**config.mk**
```make
export PLATFORM = sky130hd
export DESIGN_NAME = motor_cmd_ramp
export DESIGN_NICKNAME = d
export VERILOG_FILES = /design/src/rtl/motor_pkg.sv /design/src/rtl/ramp_tick.sv /design/src/rtl/motor_cmd_ramp.sv
export SDC_FILE = /design/constraint.sdc
export NUM_CORES = 1
export LEC_CHECK = 0
export BUFFER_PORTS_ARGS = -buffer_cell sky130_fd_sc_hd__buf_2
export CAP_MARGIN = 20
export CELL_PAD_IN_SITES_DETAIL_PLACEMENT = 1
export CELL_PAD_IN_SITES_GLOBAL_PLACEMENT = 1
export CORE_ASPECT_RATIO = 0.5
export CORE_MARGIN = 3
export CORE_UTILIZATION = 51
export CTS_CLUSTER_SIZE = 25
export DETAILED_ROUTE_END_ITERATION = 8
export PLACE_DENSITY_LB_ADDON = 0.12
export SLEW_MARGIN = 25
export SYNTH_ARGS = -nofsm -noshare
export SYNTH_HDL_FRONTEND = slang
export SYNTH_HIERARCHICAL = 1
export SYNTH_SLANG_ARGS = --single-unit
```
**constraint.sdc**
```tcl
create_clock -name clk -period 5.9 [get_ports clk]
set_input_delay 0.295 -clock clk [delete_from_list [all_inputs] [get_ports clk]]
set_output_delay 0.295 -clock clk [all_outputs]
set_load 0.005 [all_outputs]
```
**src/rtl/motor_pkg.sv**
```systemverilog
// rtl/motor_pkg.sv - shared types, constants and helpers for the motor command ramp
//
// Purpose: FSM state encoding, full-scale duty constant and the saturating
// magnitude helper used to turn a signed speed command into a duty target.
// Ports: none (package).

package motor_pkg;

  typedef enum logic [1:0] {
    IDLE = 2'd0,
    RUN  = 2'd1,
    DEAD = 2'd2
  } state_t;

  localparam int DEF_COUNTER_W = 12;

  // All-ones duty value for a w-bit PWM counter.
  function automatic logic [31:0] duty_max(input int w);
    return (32'd1 << w) - 32'd1;
  endfunction

  localparam logic [31:0] DUTY_MAX = duty_max(DEF_COUNTER_W);

  // |v| clamped to the w-bit duty range; the most negative command has a
  // magnitude one larger than full scale and lands on full scale.
  function automatic logic [31:0] sat_abs(input logic signed [31:0] v, input int w);
    logic [31:0] mag;
    logic [31:0] lim;
    lim = duty_max(w);
    mag = v[31] ? (~v + 32'd1) : v;
    return (mag > lim) ? lim : mag;
  endfunction

endpackage

```
**src/rtl/ramp_tick.sv**
```systemverilog
// rtl/ramp_tick.sv - ramp prescaler producing one tick every DIV clocks
//
// Purpose: free-running 0..DIV-1 counter with synchronous clear; tick_o is
// high for the cycle in which the count equals DIV-1.
// Ports:
//   clk_i   in   clock
//   rst_ni  in   asynchronous active-low reset
//   clr_i   in   synchronous clear (count forced back to 0)
//   tick_o  out  ramp tick strobe

module ramp_tick #(
  parameter int DIV = 2500
) (
  input  logic clk_i,
  input  logic rst_ni,
  input  logic clr_i,
  output logic tick_o
);

  localparam int CW = (DIV > 1) ? $clog2(DIV) : 1;
  localparam logic [CW-1:0] LAST = CW'(DIV - 1);

  logic [CW-1:0] cnt_q;
  logic [CW-1:0] cnt_d;

  always_comb begin
    cnt_d = cnt_q;
    if (clr_i || (cnt_q == LAST)) begin
      cnt_d = '0;
    end else begin
      cnt_d = cnt_q + CW'(1);
    end
  end

  always_ff @(posedge clk_i or negedge rst_ni) begin
    if (!rst_ni) begin
      cnt_q <= '0;
    end else begin
      cnt_q <= cnt_d;
    end
  end

  assign tick_o = (cnt_q == LAST);

endmodule

```
**src/rtl/motor_cmd_ramp.sv**
```systemverilog
// rtl/motor_cmd_ramp.sv - slew-rate limiter and direction sequencer ahead of the PWM stage
//
// Purpose: accepts signed speed commands over valid/ready, ramps the duty
// magnitude in STEP increments once per RAMP_DIV clocks, and routes every
// direction reversal through zero duty plus DEAD_CYCLES clocks with the
// driver disabled. Optional command watchdog: MOTOR_CMD_WATCHDOG_EN.
// Ports:
//   clk         in   system clock
//   reset       in   asynchronous active-low reset
//   cmd         in   signed speed command (>=0 CW, <0 CCW)
//   cmd_valid   in   cmd valid
//   cmd_ready   out  command accepted when valid && ready
//   enable_in   in   master run enable; low stops immediately
//   duty_cycle  out  PWM duty
//   direction   out  PWM direction (0 CW, 1 CCW)
//   enable_out  out  PWM enable
//   busy        out  duty not yet at target, or in dead-time
//   wdog_trip   out  sticky watchdog trip (only with MOTOR_CMD_WATCHDOG_EN)

module motor_cmd_ramp
  import motor_pkg::*;
#(
  parameter int COUNTER_W   = DEF_COUNTER_W,
  parameter int STEP        = 64,
  parameter int RAMP_DIV    = 2500,
  parameter int DEAD_CYCLES = 50000,
  parameter int TIMEOUT     = 5_000_000
) (
  input  logic                 clk,
  input  logic                 reset,
  input  logic [COUNTER_W:0]   cmd,
  input  logic                 cmd_valid,
  output logic                 cmd_ready,
  input  logic                 enable_in,
  output logic [COUNTER_W-1:0] duty_cycle,
  output logic                 direction,
  output logic                 enable_out,
`ifdef MOTOR_CMD_WATCHDOG_EN
  output logic                 busy,
  output logic                 wdog_trip
`else
  output logic                 busy
`endif
);

  localparam int DW = (DEAD_CYCLES > 1) ? $clog2(DEAD_CYCLES) : 1;
  localparam logic [DW-1:0] DEAD_LAST = DW'(DEAD_CYCLES - 1);
  localparam logic [COUNTER_W:0] STEP_W = STEP[COUNTER_W:0];

  state_t               state_q, state_d;
  logic [COUNTER_W-1:0] duty_q, duty_d;
  logic                 dir_q, dir_d;
  logic [COUNTER_W-1:0] tgt_mag_q, tgt_mag_d;
  logic                 tgt_dir_q, tgt_dir_d;
  logic [DW-1:0]        dead_cnt_q, dead_cnt_d;
  logic                 en_q, rdy_q, busy_q, busy_d;
  logic                 tick;
  logic                 accept;
  logic                 wd_fire;

  logic signed [31:0]   cmd_ext;
  logic [31:0]          abs_full;
  logic [COUNTER_W-1:0] cmd_mag;
  logic [31:0]          unused_abs;

  assign accept   = cmd_valid && rdy_q && enable_in;
  assign cmd_ext  = {{(31 - COUNTER_W){cmd[COUNTER_W]}}, cmd};
  assign abs_full = sat_abs(cmd_ext, COUNTER_W);
  assign cmd_mag  = abs_full[COUNTER_W-1:0];
  assign unused_abs = abs_full;

  // Prescaler only runs in RUN, so every entry into RUN (from IDLE or from
  // the end of dead-time) waits a full RAMP_DIV before the first step.
  ramp_tick #(
    .DIV (RAMP_DIV)
  ) u_tick (
    .clk_i  (clk),
    .rst_ni (reset),
    .clr_i  (state_q != RUN),
    .tick_o (tick)
  );

  // Step arithmetic one bit wider than duty so carry/borrow is visible.
  logic [COUNTER_W:0]   up_sum, dn_diff;
  logic [COUNTER_W-1:0] duty_up, duty_dn, floor_mag, duty_step;
  logic                 reversing;

  assign reversing = (tgt_dir_q != dir_q);
  assign up_sum    = {1'b0, duty_q} + STEP_W;
  assign dn_diff   = {1'b0, duty_q} - STEP_W;
  assign duty_up   = (up_sum > {1'b0, tgt_mag_q}) ? tgt_mag_q : up_sum[COUNTER_W-1:0];
  assign floor_mag = reversing ? '0 : tgt_mag_q;
  assign duty_dn   = (dn_diff[COUNTER_W] || (dn_diff[COUNTER_W-1:0] < floor_mag))
                   ? floor_mag : dn_diff[COUNTER_W-1:0];

  always_comb begin
    duty_step = duty_q;
    if (reversing || (duty_q > tgt_mag_q)) begin
      duty_step = duty_dn;
    end else if (duty_q < tgt_mag_q) begin
      duty_step = duty_up;
    end
  end

`ifdef MOTOR_CMD_WATCHDOG_EN
  localparam logic [31:0] TIMEOUT32 = 32'(TIMEOUT);

  logic [31:0] wd_cnt_q, wd_cnt_d;
  logic        wd_trip_q, wd_trip_d;

  always_comb begin
    wd_cnt_d  = wd_cnt_q;
    wd_trip_d = wd_trip_q;
    wd_fire   = 1'b0;
    if (accept) begin
      wd_cnt_d  = '0;
      wd_trip_d = 1'b0;
    end else if ((state_q == RUN) && (wd_cnt_q != TIMEOUT32)) begin
      wd_cnt_d = wd_cnt_q + 32'd1;
      if (wd_cnt_d == TIMEOUT32) begin
        wd_fire   = 1'b1;
        wd_trip_d = 1'b1;
      end
    end
  end

  always_ff @(posedge clk or negedge reset) begin
    if (!reset) begin
      wd_cnt_q  <= '0;
      wd_trip_q <= 1'b0;
    end else begin
      wd_cnt_q  <= wd_cnt_d;
      wd_trip_q <= wd_trip_d;
    end
  end

  assign wdog_trip = wd_trip_q;
`else
  logic [31:0] unused_timeout;
  assign unused_timeout = 32'(TIMEOUT);
  assign wd_fire = 1'b0;
`endif

  always_comb begin
    state_d    = state_q;
    duty_d     = duty_q;
    dir_d      = dir_q;
    tgt_mag_d  = tgt_mag_q;
    tgt_dir_d  = tgt_dir_q;
    dead_cnt_d = dead_cnt_q;

    if (accept) begin
      tgt_mag_d = cmd_mag;
      tgt_dir_d = cmd[COUNTER_W];
    end else if (wd_fire) begin
      // Keep the current direction so a stale timeout never adds a reversal.
      tgt_mag_d = '0;
      tgt_dir_d = dir_q;
    end

    case (state_q)
      IDLE: begin
        duty_d     = '0;
        dead_cnt_d = '0;
        if (accept && (cmd_mag != '0)) begin
          state_d = RUN;
          dir_d   = cmd[COUNTER_W];
        end
      end
      RUN: begin
        // Step and exit checks see the target as it was before any accept
        // on this same edge.
        if (tick) begin
          duty_d = duty_step;
        end
        if (reversing && (duty_q == '0)) begin
          state_d    = DEAD;
          dead_cnt_d = '0;
        end else if ((tgt_mag_q == '0) && (duty_q == '0)) begin
          state_d = IDLE;
        end
      end
      DEAD: begin
        duty_d = '0;
        if (dead_cnt_q == DEAD_LAST) begin
          dir_d      = tgt_dir_q;
          dead_cnt_d = '0;
          state_d    = (tgt_mag_q == '0) ? IDLE : RUN;
        end else begin
          dead_cnt_d = dead_cnt_q + DW'(1);
        end
      end
      default: begin
        state_d = IDLE;
        duty_d  = '0;
      end
    endcase

    if (!enable_in) begin
      state_d    = IDLE;
      duty_d     = '0;
      tgt_mag_d  = '0;
      tgt_dir_d  = 1'b0;
      dead_cnt_d = '0;
    end
  end

  // Busy also covers a pending reversal at equal magnitude: duty nonzero in
  // the wrong direction is not yet at the signed target.
  always_comb begin
    busy_d = (state_d == DEAD) || (duty_d != tgt_mag_d) ||
             ((duty_d != '0) && (dir_d != tgt_dir_d));
  end

  always_ff @(posedge clk or negedge reset) begin
    if (!reset) begin
      state_q    <= IDLE;
      duty_q     <= '0;
      dir_q      <= 1'b0;
      tgt_mag_q  <= '0;
      tgt_dir_q  <= 1'b0;
      dead_cnt_q <= '0;
      en_q       <= 1'b0;
      rdy_q      <= 1'b0;
      busy_q     <= 1'b0;
    end else begin
      state_q    <= state_d;
      duty_q     <= duty_d;
      dir_q      <= dir_d;
      tgt_mag_q  <= tgt_mag_d;
      tgt_dir_q  <= tgt_dir_d;
      dead_cnt_q <= dead_cnt_d;
      en_q       <= (state_d == RUN);
      rdy_q      <= (state_d != DEAD);
      busy_q     <= busy_d;
    end
  end

  assign duty_cycle = duty_q;
  assign direction  = dir_q;
  assign enable_out = en_q;
  assign cmd_ready  = rdy_q;
  assign busy       = busy_q;

endmodule

```
==> run summary <==
The fraction of layout instances using a drive strength above 1 came out at 12.5%. For the final wirelength, the log shows 19.5 mm. The class of the tightest hold or removal check was input port to asynchronous set/reset pin.

The tools report the least setup slack across all paths after layout as 1.35 ns. After synthesis the cells add up to 0.00542 mm². The detailed router placed 5498 vias in this run. TritonCTS built the clock tree.

The clock insertion delay at the later pin of the skew report was 0.33 ns. Setup repair after global routing left no endpoint under its margin. The tools report the worst flop-to-flop path startpoint as duty_cycle[6]. In the final routed layout, each cell accounts on average for 24.2 µm.

For the area of all sequential standard cells, the log shows 0.00148 mm². The tools report the critical path startpoint as duty_cycle[6]. The number of synthesized flops with an enable pin is 0, and the core box area is 0.00988 mm². The repair_antennas step left the layout with diodes totalling 0. The pre-CTS setup slack was 1.48 ns; the number of global-route vias before repair was 5673.

The worst slew margin relative to its limit was 47.6%. The tools report the post-CTS setup buffer count as 0. Across every metal layer, demand over resource in global routing totals 34.2%.

Reg-to-reg critical path endpoint: busy. For the number of CTS-inserted buffers, the log shows 9. The static power due to leakage is 2.47 nW, and the starting DRC count in detailed routing is 426. The share of synthesized registers carrying an async set or reset works out to 100%. Once the floorplan was initialized, standard cells occupied 54.8% of the core. At the pin with the least slew margin, the transition time is 0.786 ns. IR analysis of the VDD net gives a maximum drop of 0.166 mV.

For this run, the detailed router's first-pass iteration total came to 5. In this run the most used layer during global routing was met2. The worst register-to-register path has a setup slack of 1.35 ns. CTS saw 59 sinks. After clock tree synthesis, the clock-pin slew on the worst setup and hold paths is 0.06 ns. The multi-input combinational cells in the finished layout cover a total of 0.00365 mm².

The number of buffers added on ports works out to 32. The number of placement rows was 25. Max-cap violations in this run came to 0.

Summed over all nets, the half-perimeter wirelength after detailed placement is 14.2 mm. Signed area change from the synthesized netlist to the final layout: 8.66%. For this run, the top clock speed supported by timing is 220 MHz. For the count of nets left with antenna violations after detail routing, the log shows 0. In the routed layout, each cell is associated on average with a via count of 6.83.

For this run, the number of Yosys warnings is 6. The number of hold buffers added after CTS was 0. The max-slew violation count came out at 0. In the final design database the tool counted 718 nets. In this run the vertical extent of the chip is 78.9 µm. The setup clock skew after layout was 0.00527 ns. In this run the number of H-tree levels came out at 3. The commonest register cell after synthesis was dfrtp_1. For this run, the register share of the synthesized area comes to 27.3%. Each instance of the synthesized netlist takes up on average 8.33 µm². Number of distinct library cell variants in the gate-level netlist after synthesis: 86.

Global routing consumed, on the met1 layer, 46.4% of the routing resources. The tools report the clock tree buffer depth as 2. The fill cell instance count of the final layout was 1209; the global-route wire length before repair was 31.6 mm. The post-detailed-route DRC marker count is 0.

Routability-driven placement finished with a final weighted congestion of 0.984. The die boundary width was 152 µm; the worst reg-to-reg path cell count was 16. For this design the top-level I/O count stands at 33. For the full die area, the log shows 0.0120 mm². The post-route fraction of the period consumed by the critical path was 77.2%. At the worst endpoint, the required time is 6.09 ns. The worst setup path is captured at a register.

Global routing consumed, on the met3 layer, 7.01% of the routing resources. The power per unit of standard cell area was 236 mW/mm². Synthesis produced 650 cells.

The flow ran to the end, and the final reports show no timing, DRC or antenna violations. The cell sitting at the root of the clock tree is a clkbuf_16. For the final number of hold-violating endpoints, the log shows 0. The final setup TNS is 0 ns, and the quantity of gates resized following cts is 0. The maximum net fanout on the critical path is 10, and the final critical-path required period is 4.55 ns. The number of synthesized register bits is 59.

The tools report the arrival time of data at the critical path endpoint as 4.75 ns. Setup violations remaining at the end of the flow were counted as 0. The critical path is of the register to register type. Entering global routing, the biggest net connects 60 pins. The run gives 0 as the number of antenna violations at the first check in global routing. In the global route stage, met2 resource usage came out at 54.3%. STA classifies the critical path startpoint as a register. Synthesis produced a netlist with a net count of 703. After global routing the overflow that remains totals 0.
[worst max path at each step]
| stage | endpoint | slack, ns |
|---|---|---|
| 2_1_floorplan | busy | 2.17 |
| 4_1_cts | busy | 1.40 |
| 3_3_place_gp | busy | 1.50 |
| 5_1_grt | busy | 1.08 |
| 6_report | busy | 1.35 |
| 3_5_place_dp | busy | 1.48 |
[routing by layer]
metal,vias to the layer above,part of all wire [%]
met3,55,8.1
met4,0,2.9
met5,-,0
li1,2478,-
met1,2711,44
met2,254,45
[power by group]
group | internal, W | switching [W] | total (W)
clock network | 0.000297 | 0.000197 | 0.000494
logic | 0.000137 | 0.000304 | 0.000440
registers | 0.000421 | 0.0000315 | 0.000453
[registers in the layout (all words and copies together), names as in the netlist]
| signal | count |
|---|---|
| busy | 1 |
| cmd_ready | 1 |
| dead_cnt_q | 16 |
| direction | 1 |
| duty_cycle | 12 |
| enable_out | 1 |
| state_q | 2 |
| tgt_dir_q | 1 |
| tgt_mag_q | 12 |
| u_tick/cnt_q | 12 |
[critical path, stage by stage, from the launching register on]
cell and delay, ns:
dfrtp_1 0.49, inv_1 0.24, ha_1 0.27, nor3b_1 0.25
xnor2_1 0.17, inv_1 0.08, ha_1 0.28, nand2_1 0.08
nor4_1 0.26, o311a_1 0.39, or2_1 0.46, a21oi_1 0.27
a311oi_1 0.30, and4_1 0.23, nand4_1 0.12, nor4_1 0.38
nand4b_1 0.15
[placed cells by master (no fill, tap or decap), types with 10 or more instances in the layout]
cell / n
a31oi_1: 10
nand3_1: 29
xor2_1: 20
nand2_1: 54
nor3_1: 22
and3_1: 14
a21oi_1: 31
xnor2_1: 19
buf_2: 32
dfrtp_1: 59
nand4_1: 10
o21ai_0: 33
mux2i_1: 11
ha_1: 36
inv_1: 33
nor2_1: 56
[per-stage QoR]
stage	hold WS (ns)	std cells	cell area, µm²	util [%]	power, W
2_1_floorplan	-0.000591	650	5420	-	0.000737
3_3_place_gp	0.473	789	5600	56.6	0.000869
3_5_place_dp	0.488	789	5600	56.7	0.000881
4_1_cts	0.145	805	5880	59.5	0.00138
5_1_grt	0.189	805	5890	59.6	0.00145
6_report	0.117	805	5890	59.6	0.00139
[Yosys cell counts, types with 4 or more instances]
cell	number	area share (%)
and3_1	14	1.6
nor2_1	57	3.9
a211oi_1	7	0.97
o21a_1	5	0.69
o211ai_1	9	1.2
a32oi_1	4	0.65
nand2b_1	5	0.58
nor4_1	8	0.92
a21oi_1	31	2.9
and4_1	5	0.81
and2_1	9	1.0
nand4_1	10	1.2
inv_1	33	2.3
ha_1	36	8.3
nor2b_1	7	0.81
o21ai_1	5	0.46
a21boi_0	4	0.55
mux2i_1	11	2.0
a31oi_1	10	1.2
xor2_1	20	3.2
nor3_1	22	2.0
o21ai_0	33	3.0
o221a_2	4	0.83
a21o_1	9	1.2
buf_6	6	1.2
nor4b_1	4	0.65
or4_1	5	0.69
buf_2	4	0.37
dfrtp_1	59	27
clkbuf_1	19	1.3
xnor2_1	19	3.1
nand3_1	29	2.7
o31ai_1	8	1.1
nand2_1	54	3.7
[cell families after synthesis]
family / share of synthesized area, %
AO/OA/AOI/OAI: 25.4
XOR/XNOR: 6.30
adder cells (fa/ha/maj): 8.31
buffers and inverters: 5.57
flip-flops: 27.3
multiplexers: 2.24
AND/OR/NAND/NOR: 25.0
[layout make-up]
class	count	share of cell area, %
tap	135	2.87
inverter	34	2.17
clock inverter	5	0.638
multi-input combinational	526	62.0
timing repair buffer	35	3.10
sequential	59	25.1
clock buffer	11	4.12
Note: power is estimated with default switching activity, not from simulation.
